--- src/rtl/seg_scan_ctrl_pkg.sv ---
// Shared types and constants for the 7-segment scan controller.
// Phase encoding, segment width and counter-width helper.
package seg_scan_ctrl_pkg;

   localparam int unsigned SEG_W = 7;
   localparam int unsigned NIB_W = 4;

   typedef enum logic {
      ST_BLANK = 1'b0,
      ST_SHOW  = 1'b1
   } scan_state_e;

   // All segments dark at the pins, honouring the output polarity.
   function automatic logic [SEG_W-1:0] seg_off(input bit active_low);
      return active_low ? {SEG_W{1'b1}} : {SEG_W{1'b0}};
   endfunction

   // Bits needed to hold 0..n-1 (at least one bit).
   function automatic int unsigned cnt_w(input int unsigned n);
      return (n <= 2) ? 1 : $clog2(n);
   endfunction

endpackage

--- src/rtl/seg_scan_ctrl_if.sv ---
// Score-logic side bundle: digit payload, load/enable controls and the
// registered display-pin outputs.
interface seg_scan_ctrl_if
   import seg_scan_ctrl_pkg::*;
#(
   parameter int unsigned NUM_DIGITS = 4
);
   logic [NIB_W*NUM_DIGITS-1:0] i_digits;
   logic                        i_load;
   logic [NUM_DIGITS-1:0]       i_digit_en;
   logic                        i_lz_suppress;
   logic [SEG_W-1:0]            o_seg;
   logic [NUM_DIGITS-1:0]       o_dig;
   logic                        o_frame_tick;

   modport master (
      output i_digits, i_load, i_digit_en, i_lz_suppress,
      input  o_seg, o_dig, o_frame_tick
   );

   modport slave (
      input  i_digits, i_load, i_digit_en, i_lz_suppress,
      output o_seg, o_dig, o_frame_tick
   );
endinterface

--- src/rtl/seg_scan_ctrl_dec.sv ---
// Hex nibble to 7-segment decoder {g,f,e,d,c,b,a}, active-high font,
// with blanking enable and optional output inversion.
module bin_to_7_seg
   import seg_scan_ctrl_pkg::*;
(
   input  logic [NIB_W-1:0] nib,
   input  logic             en,
   input  logic             inv,
   output logic [SEG_W-1:0] seg_c
);
   logic [SEG_W-1:0] font;

   always_comb begin
      font = 7'h00;
      unique case (nib)
         4'h0: font = 7'h3F;
         4'h1: font = 7'h06;
         4'h2: font = 7'h5B;
         4'h3: font = 7'h4F;
         4'h4: font = 7'h66;
         4'h5: font = 7'h6D;
         4'h6: font = 7'h7D;
         4'h7: font = 7'h07;
         4'h8: font = 7'h7F;
         4'h9: font = 7'h6F;
         4'hA: font = 7'h77;
         4'hB: font = 7'h7C;
         4'hC: font = 7'h39;
         4'hD: font = 7'h5E;
         4'hE: font = 7'h79;
         4'hF: font = 7'h71;
         default: font = 7'h00;
      endcase
   end

   assign seg_c = (en ? font : 7'h00) ^ {SEG_W{inv}};
endmodule

--- src/rtl/seg_scan_ctrl.sv ---
// Time-multiplexed 7-segment scan controller: per-slot blank/show phases,
// frame-aligned digit capture, leading-zero blanking, registered pins.
module seg_scan_ctrl
   import seg_scan_ctrl_pkg::*;
#(
   parameter int unsigned NUM_DIGITS     = 4,
   parameter int unsigned REFRESH_DIV    = 25000,
   parameter int unsigned BLANK_CYCLES   = 64,
   parameter bit          ACTIVE_LOW_SEG = 1'b1,
   parameter bit          ACTIVE_LOW_DIG = 1'b1
) (
   input  logic              i_clk,
   input  logic              i_rst,
   seg_scan_ctrl_if.slave    bus
);
   localparam int unsigned CNT_W = cnt_w(REFRESH_DIV);
   localparam int unsigned IDX_W = cnt_w(NUM_DIGITS);
   localparam int unsigned DW    = NIB_W * NUM_DIGITS;

   localparam logic [CNT_W-1:0] CNT_LAST  = CNT_W'(REFRESH_DIV - 1);
   localparam logic [CNT_W-1:0] CNT_BLANK = CNT_W'(BLANK_CYCLES);
   localparam logic [IDX_W-1:0] IDX_LAST  = IDX_W'(NUM_DIGITS - 1);

   scan_state_e             state, state_n;
   logic [CNT_W-1:0]        cnt, cnt_n;
   logic [IDX_W-1:0]        idx, idx_n;
   logic [DW-1:0]           act, act_n, pend, pend_n;
   logic                    pend_v, pend_v_n;
   logic [SEG_W-1:0]        seg_q, seg_n;
   logic [NUM_DIGITS-1:0]   dig_q, dig_n;
   logic                    tick_q, tick_n;

   logic                    boundary;
   logic [NUM_DIGITS-1:0]   lzb;
   logic [NUM_DIGITS:0]     nz_above;
   logic [NIB_W-1:0]        nib;
   logic                    dec_en;
   logic [SEG_W-1:0]        dec_seg;
   logic [NUM_DIGITS-1:0]   dig_oh;

   // Leading-zero mask: a digit blanks when it and every higher nibble is zero.
   always_comb begin
      nz_above = '0;
      lzb      = '0;
      for (int k = NUM_DIGITS - 1; k >= 0; k--) begin
         nz_above[k] = nz_above[k+1] | (|act[k*NIB_W +: NIB_W]);
         lzb[k]      = (k != 0) && bus.i_lz_suppress && !nz_above[k];
      end
   end

   assign nib    = act[{idx, 2'b00} +: NIB_W];
   assign dec_en = (state == ST_SHOW) && bus.i_digit_en[idx] && !lzb[idx];

   bin_to_7_seg u_dec (
      .nib   (nib),
      .en    (dec_en),
      .inv   (1'(ACTIVE_LOW_SEG)),
      .seg_c (dec_seg)
   );

   assign boundary = (cnt == CNT_LAST) && (idx == IDX_LAST);

   // Next-state, capture and output decode.
   always_comb begin
      state_n  = state;
      cnt_n    = cnt + CNT_W'(1);
      idx_n    = idx;
      act_n    = act;
      pend_n   = pend;
      pend_v_n = pend_v;
      dig_oh   = '0;

      if (cnt == CNT_LAST) begin
         cnt_n = '0;
         idx_n = (idx == IDX_LAST) ? '0 : idx + IDX_W'(1);
      end
      state_n = (cnt_n < CNT_BLANK) ? ST_BLANK : ST_SHOW;

      // Captures only land on act at the frame edge so a frame never tears.
      if (boundary) begin
         if (bus.i_load) begin
            act_n    = bus.i_digits;
            pend_v_n = 1'b0;
         end else if (pend_v) begin
            act_n    = pend;
            pend_v_n = 1'b0;
         end
      end else if (bus.i_load) begin
         pend_n   = bus.i_digits;
         pend_v_n = 1'b1;
      end

      dig_oh[idx] = (state == ST_SHOW);
      dig_n       = ACTIVE_LOW_DIG ? ~dig_oh : dig_oh;
      seg_n       = dec_seg;
      tick_n      = boundary;
   end

   always_ff @(posedge i_clk) begin
      if (i_rst) begin
         state  <= ST_BLANK;
         cnt    <= '0;
         idx    <= '0;
         act    <= '0;
         pend   <= '0;
         pend_v <= 1'b0;
         seg_q  <= seg_off(ACTIVE_LOW_SEG);
         dig_q  <= ACTIVE_LOW_DIG ? {NUM_DIGITS{1'b1}} : {NUM_DIGITS{1'b0}};
         tick_q <= 1'b0;
      end else begin
         state  <= state_n;
         cnt    <= cnt_n;
         idx    <= idx_n;
         act    <= act_n;
         pend   <= pend_n;
         pend_v <= pend_v_n;
         seg_q  <= seg_n;
         dig_q  <= dig_n;
         tick_q <= tick_n;
      end
   end

   assign bus.o_seg        = seg_q;
   assign bus.o_dig        = dig_q;
   assign bus.o_frame_tick = tick_q;
endmodule
--- src/flat_wrapper.sv ---
// flat-port wrapper written by rule: the top's interface ports become plain ports
module seg_scan_ctrl_flat import seg_scan_ctrl_pkg::*;
#(
   parameter int unsigned NUM_DIGITS     = 4,
   parameter int unsigned REFRESH_DIV    = 25000,
   parameter int unsigned BLANK_CYCLES   = 64,
   parameter bit          ACTIVE_LOW_SEG = 1'b1,
   parameter bit          ACTIVE_LOW_DIG = 1'b1
)
  (i_clk, i_rst, bus_i_digits, bus_i_load, bus_i_digit_en, bus_i_lz_suppress, bus_o_seg, bus_o_dig, bus_o_frame_tick);
  seg_scan_ctrl_if #(.NUM_DIGITS(NUM_DIGITS)) bus_i ();
  input  logic i_clk;
  input  logic i_rst;
  input wire logic [$bits(bus_i.i_digits)-1:0] bus_i_digits;
  input wire logic [$bits(bus_i.i_load)-1:0] bus_i_load;
  input wire logic [$bits(bus_i.i_digit_en)-1:0] bus_i_digit_en;
  input wire logic [$bits(bus_i.i_lz_suppress)-1:0] bus_i_lz_suppress;
  output wire logic [$bits(bus_i.o_seg)-1:0] bus_o_seg;
  output wire logic [$bits(bus_i.o_dig)-1:0] bus_o_dig;
  output wire logic [$bits(bus_i.o_frame_tick)-1:0] bus_o_frame_tick;
  assign bus_i.i_digits = bus_i_digits;
  assign bus_i.i_load = bus_i_load;
  assign bus_i.i_digit_en = bus_i_digit_en;
  assign bus_i.i_lz_suppress = bus_i_lz_suppress;
  assign bus_o_seg = bus_i.o_seg;
  assign bus_o_dig = bus_i.o_dig;
  assign bus_o_frame_tick = bus_i.o_frame_tick;
  seg_scan_ctrl #(.NUM_DIGITS(NUM_DIGITS), .REFRESH_DIV(REFRESH_DIV), .BLANK_CYCLES(BLANK_CYCLES), .ACTIVE_LOW_SEG(ACTIVE_LOW_SEG), .ACTIVE_LOW_DIG(ACTIVE_LOW_DIG)) u_core (.i_clk(i_clk), .i_rst(i_rst), .bus(bus_i));
endmodule
--- config.mk ---
export PLATFORM = sky130hd
export DESIGN_NAME = seg_scan_ctrl_flat
export DESIGN_NICKNAME = d
export VERILOG_FILES = /design/src/rtl/seg_scan_ctrl_pkg.sv /design/src/rtl/seg_scan_ctrl_if.sv /design/src/rtl/seg_scan_ctrl_dec.sv /design/src/rtl/seg_scan_ctrl.sv /design/src/flat_wrapper.sv
export SDC_FILE = /design/constraint.sdc
export NUM_CORES = 1
export LEC_CHECK = 0
export BUFFER_PORTS_ARGS = -buffer_cell sky130_fd_sc_hd__buf_2
export CAP_MARGIN = 20
export CORE_MARGIN = 5
export CORE_UTILIZATION = 62
export DETAILED_ROUTE_END_ITERATION = 10
export PLACE_DENSITY = 0.84
export SLEW_MARGIN = 10
export SYNTH_ARGS = -nofsm -noshare
export SYNTH_HDL_FRONTEND = slang
export SYNTH_SLANG_ARGS = --single-unit
--- constraint.sdc ---
create_clock -name i_clk -period 4 [get_ports i_clk]
set_input_delay 0.2 -clock i_clk [delete_from_list [all_inputs] [get_ports i_clk]]
set_output_delay 0.2 -clock i_clk [all_outputs]
set_load 0.02 [all_outputs]
==> flow_metrics.env <==
export IMPL_ys_seq_elements=63
export IMPL_grt_util_all_layers_pct=21.0
export IMPL_crit_required_ps=4260
export IMPL_grt_ovfl_total=0
export IMPL_crit_arrival_ps=2640
export IMPL_antenna_found_initial=0
export IMPL_pre_cts_slack_ps=1660
export IMPL_die_h_um=79.1
export IMPL_tightest_slew_ps=962
export IMPL_instances_no_fill=388
export IMPL_wl_per_cell_um=14.3
export IMPL_p_leak_uw=0.00128
export IMPL_path_clk_slew_ps=60
export IMPL_netlist_instances=301
export IMPL_synth_area_leaders="dfxtp_1 (43%), mux2i_1 (12%), nor2_1 (7.0%), ha_1 (4.7%), mux4_2 (4.6%)"
export IMPL_firstDrtPassIters=4
export IMPL_end_kind="register"
export IMPL_clock_path_buffers=2
export IMPL_die_w_um=79.1
export IMPL_combPwrFrac_pct=5.0
export IMPL_clk_latency_ps=350
export IMPL_cts_buffers=9
export IMPL_worst_clock_skew_ps=7.88
export IMPL_drive_gt1_share_pct=19.2
export IMPL_routabilityCongestion=0.922
export IMPL_drv_cap=0
export IMPL_wirelength_um=5550
export IMPL_drt_iter0_markers=99
export IMPL_avgSynthCellArea_sq_um=9.83
export IMPL_synth_distinct_cells=44
export IMPL_grt_pass1_wl_um=10100
export IMPL_switching_share_pct=20.9
export IMPL_clock_fmax_mhz=420
export IMPL_grt_pass1_vias=2257
export IMPL_mostFrequentLayoutCells="dfxtp_1 (63), nor2_1 (55), buf_2 (35)"
export IMPL_synth_top_area_share_pct=42.6
export IMPL_rows=25
export IMPL_rsz0062_at_grt="false"
export IMPL_place_hpwl_um=3860
export IMPL_grt_start_max_net_pins=41
export IMPL_power_frac_seq_pct=48.6
export IMPL_num_io_pins=36
export IMPL_clock_sinks=63
export IMPL_synth_largest_area_cell="dfxtp_1"
export IMPL_p_per_area_mw_per_mm2=400
export IMPL_yosysWarnings=0
export IMPL_hold_violations=0
export IMPL_critPathMaxFanout=32
export IMPL_slew_violations=0
export IMPL_nNetsFinal=364
export IMPL_ant_nets=0
export IMPL_cts_tree="yes"
export IMPL_critPathLaunchType="register"
export IMPL_vdd_ir_drop_max_v=0.000247
export IMPL_dp_cells=372
export IMPL_hold_buffers=0
export IMPL_cts_resized=0
export IMPL_initial_core_util_pct=63.1
export IMPL_syn_area_sq_mm=0.00296
export IMPL_switchingPower_uw=279
export IMPL_relSlewSlack_pct=35.7
export IMPL_crit_type="register to register"
export IMPL_drcViolationCount=0
export IMPL_synthToLayoutAreaGrowth_pct=12.6
export IMPL_ys_seq_area_share_pct=42.6
export IMPL_setup_ws_ps=1620
export IMPL_diodes=0
export IMPL_viasPerCell=5.66
export IMPL_synth_fp_nets=336
export IMPL_coreArea_sq_mm=0.00469
export IMPL_intPower_uw=1060
export IMPL_min_period_over_period_pct=59.6
export IMPL_power_frac_clock_pct=46.4
export IMPL_cts_root_buf="clkbuf_8"
export IMPL_fin_crit_ps=2380
export IMPL_setup_violations=0
export IMPL_final_common_cell="dfxtp_1"
export IMPL_cts_max_level=3
export IMPL_outcome="completed"
export IMPL_dr_total_vias=2195
export IMPL_tns_ps=0
export IMPL_cts_setup_buffers=0
export IMPL_hp_class="primary input to register"
export IMPL_io_buffers=35
export IMPL_design_die_area_sq_mm=0.00625
per-stage QoR:
step	cell area (sq um)	hold slack (ps)	utilization [%]	power [uW]
finish	3330	99.7	71.0	1330
global route	3330	110	71.0	1390
CTS	3330	83.7	71.0	1350
detailed placement	3110	456	66.2	728
global placement	3110	450	66.2	726
floorplan	2960	343	-	707
cells by family after synthesis:
logic type | count (synthesis) | share of synthesized area, %
DFF | 63 | 42.6
AOI/OAI and AO/OA | 39 | 9.64
xor gates and xnor gates | 14 | 4.14
adders and majority gates | 11 | 4.65
buffers and inverters | 28 | 4.44
and+or+nand+nor | 106 | 18.4
muxes | 40 | 16.1
per-layer routing:
metal / share of wire [%] / track usage, % / vias to the layer above
li1: - / - / 1126
met4: 3.1 / 12.9 / 0
met5: 0 / 0 / -
met3: 4.9 / 7.37 / 13
met2: 48 / 33.1 / 40
met1: 44 / 24.4 / 1016
registers in the layout, summed over array words and instances, names as in the netlist:
name,count
u_core.cnt,15
u_core.act,16
u_core.bus.o_frame_tick,1
u_core.bus.o_seg,7
u_core.idx,2
u_core.pend,16
u_core.pend_v,1
u_core.state,1
u_core.bus.o_dig,4
power groups by stage:
stage          Combinational (uW)  Sequential [uW]  Clock [uW]
2_1_floorplan                46.9              660           0
5_1_grt                      75.6              649         667
3_3_place_gp                 64.5              661           0
3_5_place_dp                 66.3              662           0
6_report                     66.7              648         619
4_1_cts                      67.3              648         637
worst paths after layout:
path / from / end / slack [ps] / cells after the start
worst max-delay path: u_core.cnt[0] / u_core.act[9] / 1620 / 6
worst min-delay path: bus_i_digits[9] / u_core.pend[9] / 100 / 3
worst max register to register: u_core.cnt[0] / u_core.act[9] / 1620 / 6
worst min register to register: u_core.cnt[0] / u_core.cnt[0] / 490 / 1
cell type report:
| type | instances | area [sq um] |
|---|---|---|
| Multi-Input combinational cell | 210 | 1570 |
| Inverter | 10 | 37.5 |
| Sequential cell | 63 | 1260 |
| Tap cell | 54 | 67.6 |
| Timing Repair Buffer | 35 | 175 |
| Clock inverter | 3 | 65.1 |
| Fill cell | 356 | 1360 |
| Clock buffer | 13 | 159 |
synthesized netlist by cell type, drive strengths merged:
cell type   n
o22ai       1
nand2b      3
dfxtp      63
buf        11
a31oi       3
or3b        1
and4bb      1
ha         11
a21oi       5
o221ai      4
or4         1
a211oi     16
o31a        1
o21ai       4
clkbuf      7
nand2      14
nor4b       1
and2        1
and4        1
and3        5
xor2        2
nand4       3
o31ai       2
mux2i      34
nor2       55
mux4        6
or2         1
nor2b       1
o211ai      1
a31o        1
nand3       5
inv        10
o2111ai     1
xnor2      12
nor3        7
nor4        6
worst max-delay path, cell delays in order, from the launching register on:
cell	delay, ps
dfxtp_1	390
ha_1	260
and4_1	260
nand4_4	200
nor3_4	830
nor2_1	110
a211oi_1	230
No activity file was read; power rests on OpenSTA's default activity.
